===== src/rtl/seqgen_pkg.sv =====
// seqgen_pkg: shared definitions for the serial pattern transmitter.
//   - default sizing parameters for the pattern, length, repeat and gap fields
//   - state encoding for the transmitter FSM
package seqgen_pkg;

  localparam int SEQGEN_MAX_LEN = 16;
  localparam int SEQGEN_LEN_W   = 5;
  localparam int SEQGEN_REP_W   = 4;
  localparam int SEQGEN_GAP_W   = 4;

  typedef enum logic [1:0] {
    IDLE = 2'd0,
    SEND = 2'd1,
    GAP  = 2'd2
  } state_t;

endpackage


===== src/rtl/seqgen_shreg.sv =====
// seqgen_shreg: loadable MSB-first shift register.
// The register stores the pattern already advanced by one position, so that
// sout always presents the bit the transmitter must drive at the next edge:
//   - during a load, sout is din[len-1] (the pattern's first bit)
//   - afterwards, sout is data[len_q-1], moving one bit per shift
// Ports:
//   clk, rst  clock and asynchronous active-high reset
//   load      capture din/len (takes priority over shift)
//   shift     advance the stored pattern by one bit
//   din       pattern to load
//   len       pattern length used for the load, 1..MAX_LEN
//   sout      next serial bit to transmit
module seqgen_shreg #(
  parameter int MAX_LEN = 16,
  parameter int LEN_W   = 5
) (
  input  logic               clk,
  input  logic               rst,
  input  logic               load,
  input  logic               shift,
  input  logic [MAX_LEN-1:0] din,
  input  logic [LEN_W-1:0]   len,
  output logic               sout
);

  localparam int IDX_W = $clog2(MAX_LEN);

  logic [MAX_LEN-1:0] data;
  logic [LEN_W-1:0]   len_q;
  logic [IDX_W-1:0]   idx;

  // The length only matters as an index; legal lengths keep len-1 in range.
  always_comb begin
    idx  = IDX_W'((load ? len : len_q) - LEN_W'(1));
    sout = load ? din[idx] : data[idx];
  end

  // Storing din<<1 on load means the first bit leaves straight from din.
  always_ff @(posedge clk or posedge rst) begin
    if (rst) begin
      data  <= '0;
      len_q <= '0;
    end else if (load) begin
      data  <= din << 1;
      len_q <= len;
    end else if (shift) begin
      data  <= data << 1;
    end
  end

endmodule


===== src/rtl/seqgen.sv =====
// seqgen: serial pattern transmitter.
// Shifts a latched pattern out MSB-first, repeating it a programmed number of
// times with an optional idle gap between repetitions.
// Ports:
//   clk, rst  clock and asynchronous active-high reset
//   start     transmission request, only honoured in IDLE
//   pat       pattern; bit pat_len-1 goes first
//   pat_len   pattern length, legal 1..MAX_LEN
//   rep       number of transmissions (0 behaves as 1)
//   gap       idle cycles between repetitions
//   prtx      serial data (0 when prtx_vld is low)
//   prtx_vld  prtx carries a pattern bit
//   busy      transmitter in SEND or GAP
//   done      one-cycle pulse after the final bit
//   err       one-cycle pulse for a start rejected on pat_len
module seqgen
  import seqgen_pkg::*;
#(
  parameter int MAX_LEN = SEQGEN_MAX_LEN,
  parameter int LEN_W   = SEQGEN_LEN_W,
  parameter int REP_W   = SEQGEN_REP_W,
  parameter int GAP_W   = SEQGEN_GAP_W
) (
  input  logic               clk,
  input  logic               rst,
  input  logic               start,
  input  logic [MAX_LEN-1:0] pat,
  input  logic [LEN_W-1:0]   pat_len,
  input  logic [REP_W-1:0]   rep,
  input  logic [GAP_W-1:0]   gap,
  output logic               prtx,
  output logic               prtx_vld,
  output logic               busy,
  output logic               done,
  output logic               err
);

  state_t state, state_n;

  logic [MAX_LEN-1:0] pat_q, pat_n;
  logic [LEN_W-1:0]   len_q, len_n;
  logic [GAP_W-1:0]   gap_q, gap_n;
  logic [LEN_W-1:0]   bit_cnt, bit_cnt_n;
  logic [REP_W-1:0]   rep_cnt, rep_cnt_n;
  logic [GAP_W-1:0]   gap_cnt, gap_cnt_n;

  logic               prtx_n, vld_n, busy_n, done_n, err_n;
  logic               load, shift, sout;
  logic [MAX_LEN-1:0] sh_din;
  logic [LEN_W-1:0]   sh_len;
  logic               len_ok;
  logic [REP_W-1:0]   rep_eff;

  seqgen_shreg #(
    .MAX_LEN(MAX_LEN),
    .LEN_W  (LEN_W)
  ) u_shreg (
    .clk  (clk),
    .rst  (rst),
    .load (load),
    .shift(shift),
    .din  (sh_din),
    .len  (sh_len),
    .sout (sout)
  );

  assign len_ok  = (pat_len != '0) && (pat_len <= LEN_W'(MAX_LEN));
  assign rep_eff = (rep == '0) ? REP_W'(1) : rep;

  // bit_cnt counts the bits of the current repetition still on the line,
  // including the one being driven now; rep_cnt likewise counts repetitions
  // including the current one. Output values are computed one cycle ahead
  // so that every output leaves a flop.
  always_comb begin
    state_n   = state;
    pat_n     = pat_q;
    len_n     = len_q;
    gap_n     = gap_q;
    bit_cnt_n = bit_cnt;
    rep_cnt_n = rep_cnt;
    gap_cnt_n = gap_cnt;
    load      = 1'b0;
    shift     = 1'b0;
    sh_din    = pat_q;
    sh_len    = len_q;
    prtx_n    = 1'b0;
    vld_n     = 1'b0;
    busy_n    = 1'b0;
    done_n    = 1'b0;
    err_n     = 1'b0;

    case (state)
      IDLE: begin
        if (start) begin
          if (len_ok) begin
            pat_n     = pat;
            len_n     = pat_len;
            gap_n     = gap;
            rep_cnt_n = rep_eff;
            bit_cnt_n = pat_len;
            load      = 1'b1;
            sh_din    = pat;
            sh_len    = pat_len;
            prtx_n    = sout;
            vld_n     = 1'b1;
            busy_n    = 1'b1;
            state_n   = SEND;
          end else begin
            err_n = 1'b1;
          end
        end
      end

      SEND: begin
        if (bit_cnt > LEN_W'(1)) begin
          shift     = 1'b1;
          prtx_n    = sout;
          vld_n     = 1'b1;
          busy_n    = 1'b1;
          bit_cnt_n = bit_cnt - LEN_W'(1);
        end else if (rep_cnt > REP_W'(1)) begin
          rep_cnt_n = rep_cnt - REP_W'(1);
          busy_n    = 1'b1;
          if (gap_q != '0) begin
            gap_cnt_n = gap_q;
            state_n   = GAP;
          end else begin
            load      = 1'b1;
            prtx_n    = sout;
            vld_n     = 1'b1;
            bit_cnt_n = len_q;
          end
        end else begin
          bit_cnt_n = '0;
          rep_cnt_n = '0;
          done_n    = 1'b1;
          state_n   = IDLE;
        end
      end

      GAP: begin
        busy_n = 1'b1;
        if (gap_cnt > GAP_W'(1)) begin
          gap_cnt_n = gap_cnt - GAP_W'(1);
        end else begin
          gap_cnt_n = '0;
          load      = 1'b1;
          prtx_n    = sout;
          vld_n     = 1'b1;
          bit_cnt_n = len_q;
          state_n   = SEND;
        end
      end

      default: state_n = IDLE;
    endcase
  end

  // State, latched request fields, counters and output flops.
  always_ff @(posedge clk or posedge rst) begin
    if (rst) begin
      state    <= IDLE;
      pat_q    <= '0;
      len_q    <= '0;
      gap_q    <= '0;
      bit_cnt  <= '0;
      rep_cnt  <= '0;
      gap_cnt  <= '0;
      prtx     <= 1'b0;
      prtx_vld <= 1'b0;
      busy     <= 1'b0;
      done     <= 1'b0;
      err      <= 1'b0;
    end else begin
      state    <= state_n;
      pat_q    <= pat_n;
      len_q    <= len_n;
      gap_q    <= gap_n;
      bit_cnt  <= bit_cnt_n;
      rep_cnt  <= rep_cnt_n;
      gap_cnt  <= gap_cnt_n;
      prtx     <= prtx_n;
      prtx_vld <= vld_n;
      busy     <= busy_n;
      done     <= done_n;
      err      <= err_n;
    end
  end

endmodule

===== config.mk =====
export PLATFORM = sky130hd
export DESIGN_NAME = seqgen
export DESIGN_NICKNAME = d
export VERILOG_FILES = /design/src/rtl/seqgen_pkg.sv /design/src/rtl/seqgen_shreg.sv /design/src/rtl/seqgen.sv
export SDC_FILE = /design/constraint.sdc
export NUM_CORES = 1
export LEC_CHECK = 0
export ABC_AREA = 1
export BUFFER_PORTS_ARGS = -buffer_cell sky130_fd_sc_hd__buf_2
export CORE_MARGIN = 2
export CORE_UTILIZATION = 52
export CTS_BUF_LIST = sky130_fd_sc_hd__clkbuf_16
export DETAILED_ROUTE_END_ITERATION = 10
export PLACE_DENSITY = 0.77
export SYNTH_ARGS = -nofsm -noshare
export SYNTH_HDL_FRONTEND = slang
export SYNTH_HIERARCHICAL = 1
export SYNTH_SLANG_ARGS = --single-unit

===== constraint.sdc =====
create_clock -name clk -period 3.4 [get_ports clk]
set_input_delay 0.68 -clock clk [delete_from_list [all_inputs] [get_ports clk]]
set_output_delay 0.68 -clock clk [all_outputs]
set_load 0.05 [all_outputs]

==> impl_results.md, run 1 <==
- Outcome: completed
- Gate Count Post-Synth: 542
- Post-DP HPWL: 6720 um
- Crit share post-route: 0.864
- CTS HTree Levels: 3
- Post-CTS Setup Bufs: 0
- Port Buf Inserts: 36
- Max-cap viol count: 0
- Diodes inserted: 0
- End of the worst hold path: pat_q[0]$_DFF_PP0_
- Logic pwr share: 0.564
- Die Span Y: 91.7 um
- Hold_buf cts: 0
- Reg clk slew, reported paths: about 0.06 ns
- F_max: 0.340 GHz
- Worst R2R Start: state[0]$_DFFE_PP0P_
- Top-level I/O count: 37
- Share of layout cells above drive strength 1: 0.177
- Finished Layout Cells: 685
- Startpoint Class: register
- Total CTS buffers: 9
- Post-synth net total: 586
- Crit-path max FO: 16
- CTS tree: built
- Post-synth EDFFs: 0
- Tot GR Track Use: 0.240
- Net switching power: 2430 uW
- RSZ-0062 raised after global routing: false
- Int Power: 2760 uW
- Vias per std cell: around 5.2
- WL/cell: 13.7 um
- R2R setup slack: 0.46 ns
- Max Root-Sink Buffers: 2
- Post-synthesis sequential area ratio: 0.400
- Finished Cell Area: 0.00457 mm^2
- Congestion Overflow GR: 0
- Worst Hold Class: reg -> reg
- Post-synthesis register bit count: 64
- Core Region: ~0.0074 mm^2
- Crit path time final: between 2 and 3 ns
- DRC: 0
- Critical path capture point type: register
- Hold depth: 2
- Initial DRC count: 208
- Setup TNS: 0 ns
- FILL cells: 659
- Largest net degree at the start of global routing: 46
- Hold Startpoint: pat_q[0]$_DFF_PP0_
- Static leakage power: about 0.0024 uW
- Die ar.: 0.00842 mm^2
- Starting Density: 0.543
- # placed instances: 670
- WP data required: 3.65 ns
- Clock power frac: 0.186
- First-pass GRT wire length: 16300 um
- Worst-margin pin slew: 0.964 ns
- Initial antenna violation count: 0
- WL final: around 9400 um
- Clock Skew: 0.00574 ns
- Final #Nets: 626
- Final Hold Vio Count: 0
- Top FF cell, synth: dfrtp_1
- Syn Std Cell Area: 0.00400 mm^2
- CP Data Arrival Time: approximately 3.2 ns
- Clk_lat worst skew: 0.33 ns
- Area growth syn-to-layout: 14.2%
- Routed vias: 3577
- Peak supply drop: 422 uV
- Die Width: around 90 um
- Routability congestion estimate: 0.939
- CTS sink cnt: 64
- Power Density: around 1100 mW/mm^2
- Distinct cells, synth: 33
- Placed cell area: 0.00426 mm^2
- Mean post-synth cell area: ~7.4 um^2
- YS warnings: 6
- Antenna Nets Post-Route: 0
- Std cell rows: 31
- Post-CTS sizing: 0
- Flop pwr share: 0.251
- Max_slew headroom: 0.357
- Final setup violation count: 0
- Ys async rst share: 1.00
- Drt pass-1 iters: 5
- Reg2Reg Depth: 21
- Power Total: 5190 uW
- Pins Over Slew Limit: 0
- Crit Reg-Reg Endpoint: prtx$_DFF_PP0_
- Vias in the first global route: approximately 3500
- Kind of critical path: reg -> reg
- Root Driver: clkbuf_16
- Net Sw Frac: 0.468
## through the flow
stage | hold WS (ns) | utilization | setup WS [ns]
floorplan | 0.445 | - | 0.362
detailed placement | 0.472 | 0.578 | 0.232
CTS | 0.480 | 0.620 | 0.384
global placement | 0.464 | 0.578 | 0.292
global route | 0.507 | 0.620 | 0.0253
finish | 0.480 | 0.620 | 0.463
## placed cells by master (no fill, tap or decap), types with 9 or more instances in the layout
| cell | instances |
|---|---|
| clkbuf_16 | 9 |
| nor2_1 | 26 |
| a21oi_1 | 11 |
| dfrtp_1 | 64 |
| o21ai_1 | 11 |
| nand3_1 | 65 |
| buf_2 | 36 |
| inv_1 | 73 |
| nand2_1 | 170 |
| ha_1 | 12 |
| o21ai_0 | 21 |
| buf_4 | 11 |
| o22ai_1 | 20 |
| nand2_2 | 9 |
## state kept, by name, summed over array words and instances, names as in the netlist
| name | count |
|---|---|
| done | 1 |
| u_shreg/len_q | 4 |
| prtx | 1 |
| gap_q | 4 |
| bit_cnt | 5 |
| len_q | 5 |
| pat_q | 16 |
| gap_cnt | 4 |
| state | 2 |
| busy | 1 |
| u_shreg/data | 15 |
| err | 1 |
| prtx_vld | 1 |
| rep_cnt | 4 |
## worst max-delay path, stage by stage (launching register included)
cell and delay [ns]:
dfrtp_1 0.42, inv_1 0.10, ha_1 0.26, nand2_1 0.13
inv_1 0.07, nand2_2 0.11, o21ai_1 0.10, o21bai_1 0.13
inv_1 0.10, buf_4 0.20, nand2_1 0.08, nand2_1 0.07
ha_1 0.32, buf_4 0.17, nand3_1 0.08, nand3_1 0.08
nand3_1 0.07, nand2_1 0.08, nand2_1 0.05, nand2_1 0.06
inv_1 0.04, nor3_2 0.15
## cell usage after synthesis, types with 2 or more instances
library cell,count,area [um^2]
a21oi_1,11,55.1
a31oi_1,2,12.5
buf_2,8,40.0
buf_4,2,15.0
buf_6,4,45.0
clkbuf_1,2,7.51
dfrtp_1,64,1600
ha_1,12,150
inv_1,74,278
inv_2,4,15.0
nand2_1,170,638
nand2_2,9,56.3
nand2_4,6,67.6
nand3_1,65,325
nand3_4,4,70.1
nand3b_1,2,15.0
nor2_1,26,97.6
nor2_2,5,31.3
nor2_4,4,45.0
o21ai_0,21,105
o21ai_1,11,55.1
o21ai_2,4,35.0
o21ai_4,2,32.5
o22ai_1,20,125
xnor2_1,2,17.5
## layer usage
layer / track usage / share of wire / up-vias / wire length (um)
met3: 0.0419 / 0.041 / 14 / 388
met4: 0.0771 / 0.014 / 0 / 129
met2: 0.416 / 0.51 / 83 / 4780
li1: - / - / 1806 / -
met1: 0.305 / 0.43 / 1674 / 4060
met5: 0 / 0 / - / 0
## cell type report
class | instances | area, um^2 | area share
clock buffers | 9 | 225 | 0.0493
clock inverters | 6 | 86.3 | 0.0189
inverters | 79 | 297 | 0.0649
multi-input cells | 381 | 1980 | 0.432
flip-flops and latches | 64 | 1600 | 0.350
well taps | 99 | 124 | 0.0271
repair buffers | 47 | 263 | 0.0575
## cells by family (layout without fill, tap and decap cells)
logic type,after synthesis,count (layout),share of synthesized area
and+or+nand+nor,295,295,0.345
xor gates and xnor gates,2,2,0.00438
adders and majority gates,12,12,0.0375
buffers and inverters,97,141,0.107
DFF,64,64,0.400
AOI/OAI and AO/OA,72,72,0.107
## power by group through the flow
stage                     clock, uW  sequential (uW)  combinational [uW]
after floorplan                   0             1330                2280
after global placement            0             1300                2820
after detailed placement          0             1310                2880
after CTS                       981             1300                2910
after global routing           1020             1340                3320
final                           964             1300                2930
## worst max-delay path by stage
| stage | endpoint | start | slack, ns |
|---|---|---|---|
| final | prtx$_DFF_PP0_ | state[0]$_DFFE_PP0P_ | 0.46 |
| after global routing | prtx$_DFF_PP0_ | state[0]$_DFFE_PP0P_ | 0.03 |
| after floorplan | prtx$_DFF_PP0_ | pat_len[2] | 0.36 |
| after CTS | prtx$_DFF_PP0_ | state[0]$_DFFE_PP0P_ | 0.38 |
| after detailed placement | prtx$_DFF_PP0_ | pat_len[2] | 0.23 |
| after global placement | prtx$_DFF_PP0_ | pat_len[2] | 0.29 |
No activity file was read; power rests on OpenSTA's default activity.
==> run 2, diff against run 1 <==
==> constraint.sdc (replaced) <==
create_clock -name clk -period 3.4 [get_ports clk]
set_input_delay 0.17 -clock clk [delete_from_list [all_inputs] [get_ports clk]]
set_output_delay 0.17 -clock clk [all_outputs]
set_load 0.05 [all_outputs]
==> impl_results.md, run 2 (same netlist as run 1, synthesis figures left out) <==
- Clock Skew: 0.00661 ns (+0.000867 ns)
- Final #Nets: 623 (-0.48%)
- Drt pass-1 iters: 4 (-1)
- Die Width: 91.7 um (unchanged)
- Pins Over Slew Limit: 0 (unchanged)
- Total CTS buffers: 9 (unchanged)
- Vias per std cell: 5.23 (+0.13%)
- Core Region: 0.00737 mm^2 (unchanged)
- Reg clk slew, reported paths: 0.05 ns (about the same)
- Final core utilization: 0.618 (-0.00272)
- Largest net degree at the start of global routing: 46 (unchanged)
- Starting Density: 0.543 (unchanged)
- Routability congestion estimate: 0.904 (-3.8%)
- Port Buf Inserts: 36 (unchanged)
- Crit share post-route: 0.882 (+0.0177)
- CTS sink cnt: 64 (unchanged)
- Diodes inserted: 0 (unchanged)
- Routed vias: 3566 (-0.31%)
- Area growth syn-to-layout: 13.7%
- GRT met1 Usage: 0.287 (-0.0176)
- Critical path capture point type: register
- Failing checks: negative hold slack
- Top-level I/O count: 37 (unchanged)
- Static leakage power: 0.00241 uW (-0.25%)
- Setup TNS: 0 ns (unchanged)
- WL final: 9170 um (-2.0%)
- Most common cell after layout, fill and taps aside: nand2_1
- Initial DRC count: 152 (-27%)
- WP data required: 3.65 ns (about the same)
- Max Root-Sink Buffers: 2 (unchanged)
- Largest register FFs: 16 (unchanged)
- Max-cap viol count: 0 (unchanged)
- Met3 Use GR: 0.0559 (+0.0140)
- Share of layout cells above drive strength 1: 0.172 (-0.00595)
- Crit-path max FO: 15 (-1)
- Leading registers by flop count: pat_q x16, u_shreg/data x15
- DRC: 0 (unchanged)
- Post-CTS Setup Bufs: 0 (unchanged)
- Startpoint Class: register
- Die ar.: 0.00842 mm^2 (unchanged)
- Final Hold Vio Count: 1 (+1)
- Outcome: finished with violations
- Kind of critical path: reg -> reg
- Hold_buf cts: 0 (unchanged)
- Std cell rows: 31 (unchanged)
- # placed instances: 667 (-0.45%)
- Met2 usage: 0.422 (+0.00551)
- FILL cells: 682 (+3.5%)
- Final setup violation count: 0 (unchanged)
- Max_slew headroom: 0.371 (+0.0147)
- Power Density: 1140 mW/mm^2 (about the same)
- Root Driver: clkbuf_16
- Die Span Y: 91.7 um (unchanged)
- Worst-margin pin slew: 0.942 ns (-0.0220 ns)
- CTS HTree Levels: 3 (unchanged)
- Antenna Nets Post-Route: 0 (unchanged)
- Finished Layout Cells: 682 (-0.44%)
- Commonest cells after routing, fill and taps aside: nand2_1 (170), inv_1 (73), nand3_1 (65)
- Post-DP HPWL: 6840 um (+1.8%)
- Clk_lat worst skew: 0.32 ns (about the same)
- F_max: 0.334 GHz (-2.0%)
- Crit path time final: 3.00 ns (+0.0603 ns)
- Tot GR Track Use: 0.237 (-0.00269)
- Busiest grt layer: met2
- Worst Hold Class: in -> async
- Most flops, register: pat_q
- Vias in the first global route: 3573 (+3.5%)
- CP Data Arrival Time: 3.24 ns (+0.05 ns)
- CTS tree: built
- Peak supply drop: 485 uV (+15%)
- First-pass GRT wire length: 16100 um (-0.89%)
- Worst hold slack: -0.000547 ns (-0.481 ns)
- WL/cell: 13.4 um (-1.6%)
- Congestion Overflow GR: 0 (unchanged)
- RSZ-0062 raised after global routing: false
- Initial antenna violation count: 0 (unchanged)
==> run 2: changes by cell type in the layout (fill, tap and decap cells not counted) <==
cell / before / now
buf_4: 11 / 8
ha_4: 0 / 1
clkinvlp_4: 3 / 0
clkinv_2: 0 / 1
clkinv_1: 1 / 3
ha_1: 12 / 11
==> run 2: through the flow <==
step	worst slack [ns]	total power (uW)	instance area (um^2)	hold WS, ns
3_5_place_dp	0.197	4180	4240	0.375
3_3_place_gp	0.320	4100	4240	0.359
5_1_grt	0.0536	5680	4550	0.0582
4_1_cts	0.155	5160	4540	0.0312
2_1_floorplan	0.463	3600	4000	0.121
6_report	0.403	5170	4550	-0.000547
==> run 2: cell type report <==
| cell class | instances | area, um^2 | share of cell area |
|---|---|---|---|
| Clock inverter | 6 | 76.3 | 0.0168 |
| Tap cell | 99 | 124 | 0.0272 |
| Clock buffer | 9 | 225 | 0.0495 |
| Multi-Input combinational cell | 381 | 1990 | 0.437 |
| Timing Repair Buffer | 44 | 240 | 0.0528 |
| Inverter | 79 | 297 | 0.0651 |
| Sequential cell | 64 | 1600 | 0.352 |
==> run 2: metal layers <==
metal	vias to the layer above	routed length [um]
met4	0	123
li1	1798	-
met5	-	0
met1	1679	3970
met2	76	4710
met3	13	360
==> run 2: timing repair <==
item,CTS,global route
endpoints found under the hold margin,0,0
resized for setup,0,3
setup endpoints to repair,0,1
==> run 2: path summary, 6_finish.rpt <==
kind,from,endpoint,slack [ns],cells after the start
min in group clk,gap[0],gap_q[0]$_DFFE_PP0P_,0.06,3
worst min-delay path,rst,u_shreg/data[11]$_DFFE_PP0P_,-0.0005,2
max in group asynchronous,rst,bit_cnt[0]$_DFFE_PP0P_,2.75,2
worst min register to register,pat_q[0]$_DFF_PP0_,pat_q[0]$_DFF_PP0_,0.48,2
worst max register to register,state[0]$_DFFE_PP0P_,prtx$_DFF_PP0_,0.40,22
worst max-delay path,state[0]$_DFFE_PP0P_,prtx$_DFF_PP0_,0.40,22
==> run 2: power by group <==
group	leakage, uW	total (uW)	switching (uW)	internal, uW
registers	0.000807	1300	192	1110
clock network	0.000152	943	316	628
logic	0.00145	2930	1900	1030
total	0.00241	5170	2410	2760
==> run 2: worst max-delay path: stages (launching register included) <==
cell and delay, ns:
dfrtp_1 0.41, inv_1 0.09, ha_1 0.26, nand2_1 0.12, inv_1 0.06, nand2_2 0.08, buf_4 0.20, nand2_1 0.07
o21ai_1 0.14, inv_1 0.07, nand2_1 0.14, nand2_2 0.16, ha_4 0.36, nand2_1 0.06, nor2_1 0.10, nor2_1 0.06
nand2_1 0.06, nand3_1 0.08, nand2_1 0.07, nand2_1 0.04, nand2_1 0.06, inv_1 0.04, nor3_2 0.15
==> run 3, diff against run 2 <==
- ABC_AREA: 1 -> 0
- PLACE_DENSITY: 0.77 -> 0.78
- SYNTH_HIERARCHICAL: 1 -> unset
==> impl_results.md, run 3 <==
- Worst-margin pin slew: 0.901 ns (-0.0405 ns)
- Commonest cells after routing, fill and taps aside: dfrtp_1 (64), nand2_1 (39), buf_2 (36)
- Most frequent cells after synthesis: dfrtp_1 (64), nand2_1 (39), o21ai_0 (35)
- Routability congestion estimate: 0.841 (-6.9%)
- YS warnings: 0 (-6)
- Area growth syn-to-layout: 26.2%
- Ys async rst share: 1.00 (unchanged)
- Congestion Overflow GR: 0 (unchanged)
- Post-synth net total: 405 (-31%)
- Core Region: 0.00676 mm^2 (-8.3%)
- Synth top area share: 0.443 (+0.0428)
- Die ar.: 0.00764 mm^2 (-9.2%)
- F_max: 0.300 GHz (-10%)
- Most common cell after layout, fill and taps aside: dfrtp_1
- Post-synthesis register bit count: 64 (unchanged)
- CTS sink cnt: 64 (unchanged)
- Drt pass-1 iters: 4 (unchanged)
- Distinct cells, synth: 57 (+73%)
- Worst Hold Class: in -> async
- Leading registers by flop count: pat_q x16, u_shreg.data x15, bit_cnt x5
- R2R setup slack: 0.07 ns (-0.34 ns)
- Critical path capture point type: register
- Outcome: completed
- # placed instances: 482 (-28%)
- Most flops, register: pat_q
- Max Root-Sink Buffers: 2 (unchanged)
- Final setup violation count: 0 (unchanged)
- Top post-synthesis cells by area: dfrtp_1 (44%), mux2_2 (7.2%), mux2i_1 (6.6%)
- FILL cells: 504 (-26%)
- CP Data Arrival Time: 3.52 ns (+0.28 ns)
- Routed vias: 2979 (-16%)
- Crit-path max FO: 5 (-10)
- Post-synthesis sequential area ratio: 0.443 (+0.0428)
- Top FF cell, synth: dfrtp_1
- Max_slew headroom: 0.398 (+0.0270)
- WL/cell: 16.4 um (+22%)
- Crit Reg-Reg Endpoint: prtx$_DFF_PP0_
- Final Hold Vio Count: 0 (-1)
- Startpoint Class: register
- Vias per std cell: 5.81 (+11%)
- Crit share post-route: 0.981 (+0.0990)
- Root Driver: clkbuf_16
- Power Density: 1150 mW/mm^2 (+1.5%)
- Share of layout cells above drive strength 1: 0.326 (+0.154)
- Crit path time final: 3.33 ns (+0.336 ns)
- Leading cell type by number of instances after synthesis: dfrtp_1
- Syn Std Cell Area: 0.00362 mm^2 (-9.7%)
- Worst R2R Start: rep_cnt[0]$_DFFE_PP0P_
- First-pass GRT wire length: 14200 um (-12%)
- Largest register FFs: 16 (unchanged)
- Mean post-synth cell area: 10.0 um^2 (+36%)
- Die Width: 87.4 um (-4.7%)
- Max-cap viol count: 0 (unchanged)
- WP data required: 3.59 ns (-0.06 ns)
- CTS HTree Levels: 3 (unchanged)
- Vias in the first global route: 3003 (-16%)
- Initial DRC count: 129 (-15%)
- Pins Over Slew Limit: 0 (unchanged)
- Port Buf Inserts: 36 (unchanged)
- Kind of critical path: reg -> reg
- CTS tree: built
- Clock Skew: 0.00572 ns (-0.000888 ns)
- Peak supply drop: 701 uV (+45%)
- Total CTS buffers: 9 (unchanged)
- DRC: 0 (unchanged)
- Cell taking the most area after synthesis: dfrtp_1
- Finished Layout Cells: 513 (-25%)
- Top-level I/O count: 37 (unchanged)
- Tot GR Track Use: 0.240 (+0.00278)
- Post-DP HPWL: 5690 um (-17%)
- Diodes inserted: 0 (unchanged)
- Std cell rows: 30 (-3.2%)
- Antenna Nets Post-Route: 0 (unchanged)
- Gate Count Post-Synth: 361 (-33%)
- Reg clk slew, reported paths: 0.05 ns (about the same)
- Reg2Reg Depth: 13 (-41%)
- Final #Nets: 473 (-24%)
- Post-synth EDFFs: 0 (unchanged)
- Clk_lat worst skew: 0.33 ns (about the same)
- Static leakage power: 0.00208 uW (-14%)
- Die Span Y: 87.4 um (-4.7%)
- Hold_buf cts: 0 (unchanged)
- Starting Density: 0.535 (-0.00792)
- WL final: 8390 um (-8.5%)
- Setup TNS: 0 ns (unchanged)
- Largest net degree at the start of global routing: 44 (-4.3%)
- Initial antenna violation count: 0 (unchanged)
==> run 3: what timing repair did <==
item,in CTS,in global routing
resized for setup,13,15
pin swaps,7,10
gates cloned,0,0
endpoints found under the setup margin,1,1
buffers inserted,9,7
==> run 3: cell families after synthesis <==
kind of cell / after synthesis / share of synthesized area
and+or+nand+nor: 106 / 0.140
AOI/OAI and AO/OA: 87 / 0.155
DFF: 64 / 0.443
muxes: 52 / 0.165
buffers and inverters: 33 / 0.0374
adders and majority gates: 12 / 0.0415
xor gates and xnor gates: 7 / 0.0190
==> run 3: worst max-delay path, cell delays in order (launching register included) <==
cell and delay [ns]:
dfrtp_1 0.40, buf_4 0.15, ha_4 0.16, nor2_4 0.11, o2111a_2 0.30, a211oi_4 0.09, nor2_2 0.21, mux2i_4 0.30
ha_4 0.19, xnor2_4 0.16, mux2_4 0.33, mux4_2 0.45, o211ai_1 0.18, o221ai_1 0.13
==> run 3: how the worst max path moves through the flow <==
stage	startpoint	to	slack, ns	cells after the start
after floorplan	pat_len[3]	prtx$_DFF_PP0_	-0.17	13
after global placement	rep_cnt[0]$_DFFE_PP0P_	prtx$_DFF_PP0_	0.10	13
after detailed placement	rep_cnt[0]$_DFFE_PP0P_	prtx$_DFF_PP0_	-0.06	13
after CTS	gap_cnt[1]$_DFFE_PP0P_	prtx$_DFF_PP0_	0.005	14
after global routing	state[1]$_DFFE_PP0P_	prtx$_DFF_PP0_	-0.06	13
final	rep_cnt[0]$_DFFE_PP0P_	prtx$_DFF_PP0_	0.07	13
==> run 3: layout make-up <==
cell class | count | area (um^2) | share of cell area
multi-input cells | 264 | 2050 | 0.449
flip-flops and latches | 64 | 1600 | 0.351
repair buffers | 71 | 464 | 0.102
clock buffers | 9 | 225 | 0.0493
well taps | 80 | 100 | 0.0219
inverters | 19 | 71.3 | 0.0156
clock inverters | 6 | 52.6 | 0.0115
==> run 3: metal layers <==
metal / wire [um] / up-vias / part of all wire / global-route usage
li1: - / 1429 / - / -
met1: 3650 / 1462 / 0.43 / 0.301
met2: 4330 / 71 / 0.52 / 0.399
met3: 245 / 17 / 0.029 / 0.0569
met4: 166 / 0 / 0.020 / 0.0951
met5: 0 / - / 0 / 0
==> run 3: through the flow <==
| step | total power, uW | utilization | hold WS, ns | cell area (um^2) | worst slack [ns] |
|---|---|---|---|---|---|
| 2_1_floorplan | 3410 | - | 0.319 | 3680 | -0.172 |
| 4_1_cts | 5080 | 0.658 | 0.0641 | 4440 | 0.00506 |
| 3_5_place_dp | 4010 | 0.597 | 0.405 | 4040 | -0.0632 |
| 5_1_grt | 5660 | 0.676 | 0.0660 | 4560 | -0.0556 |
| 6_report | 5260 | 0.676 | 0.0361 | 4560 | 0.0661 |
| 3_3_place_gp | 3920 | 0.597 | 0.402 | 4040 | 0.100 |
==> run 3: report_power, final <==
part / internal, uW / leakage [uW] / switching [uW]
Clock: 553 / 0.000144 / 317
Combinational: 1450 / 0.00115 / 1560
Sequential: 1130 / 0.000785 / 257
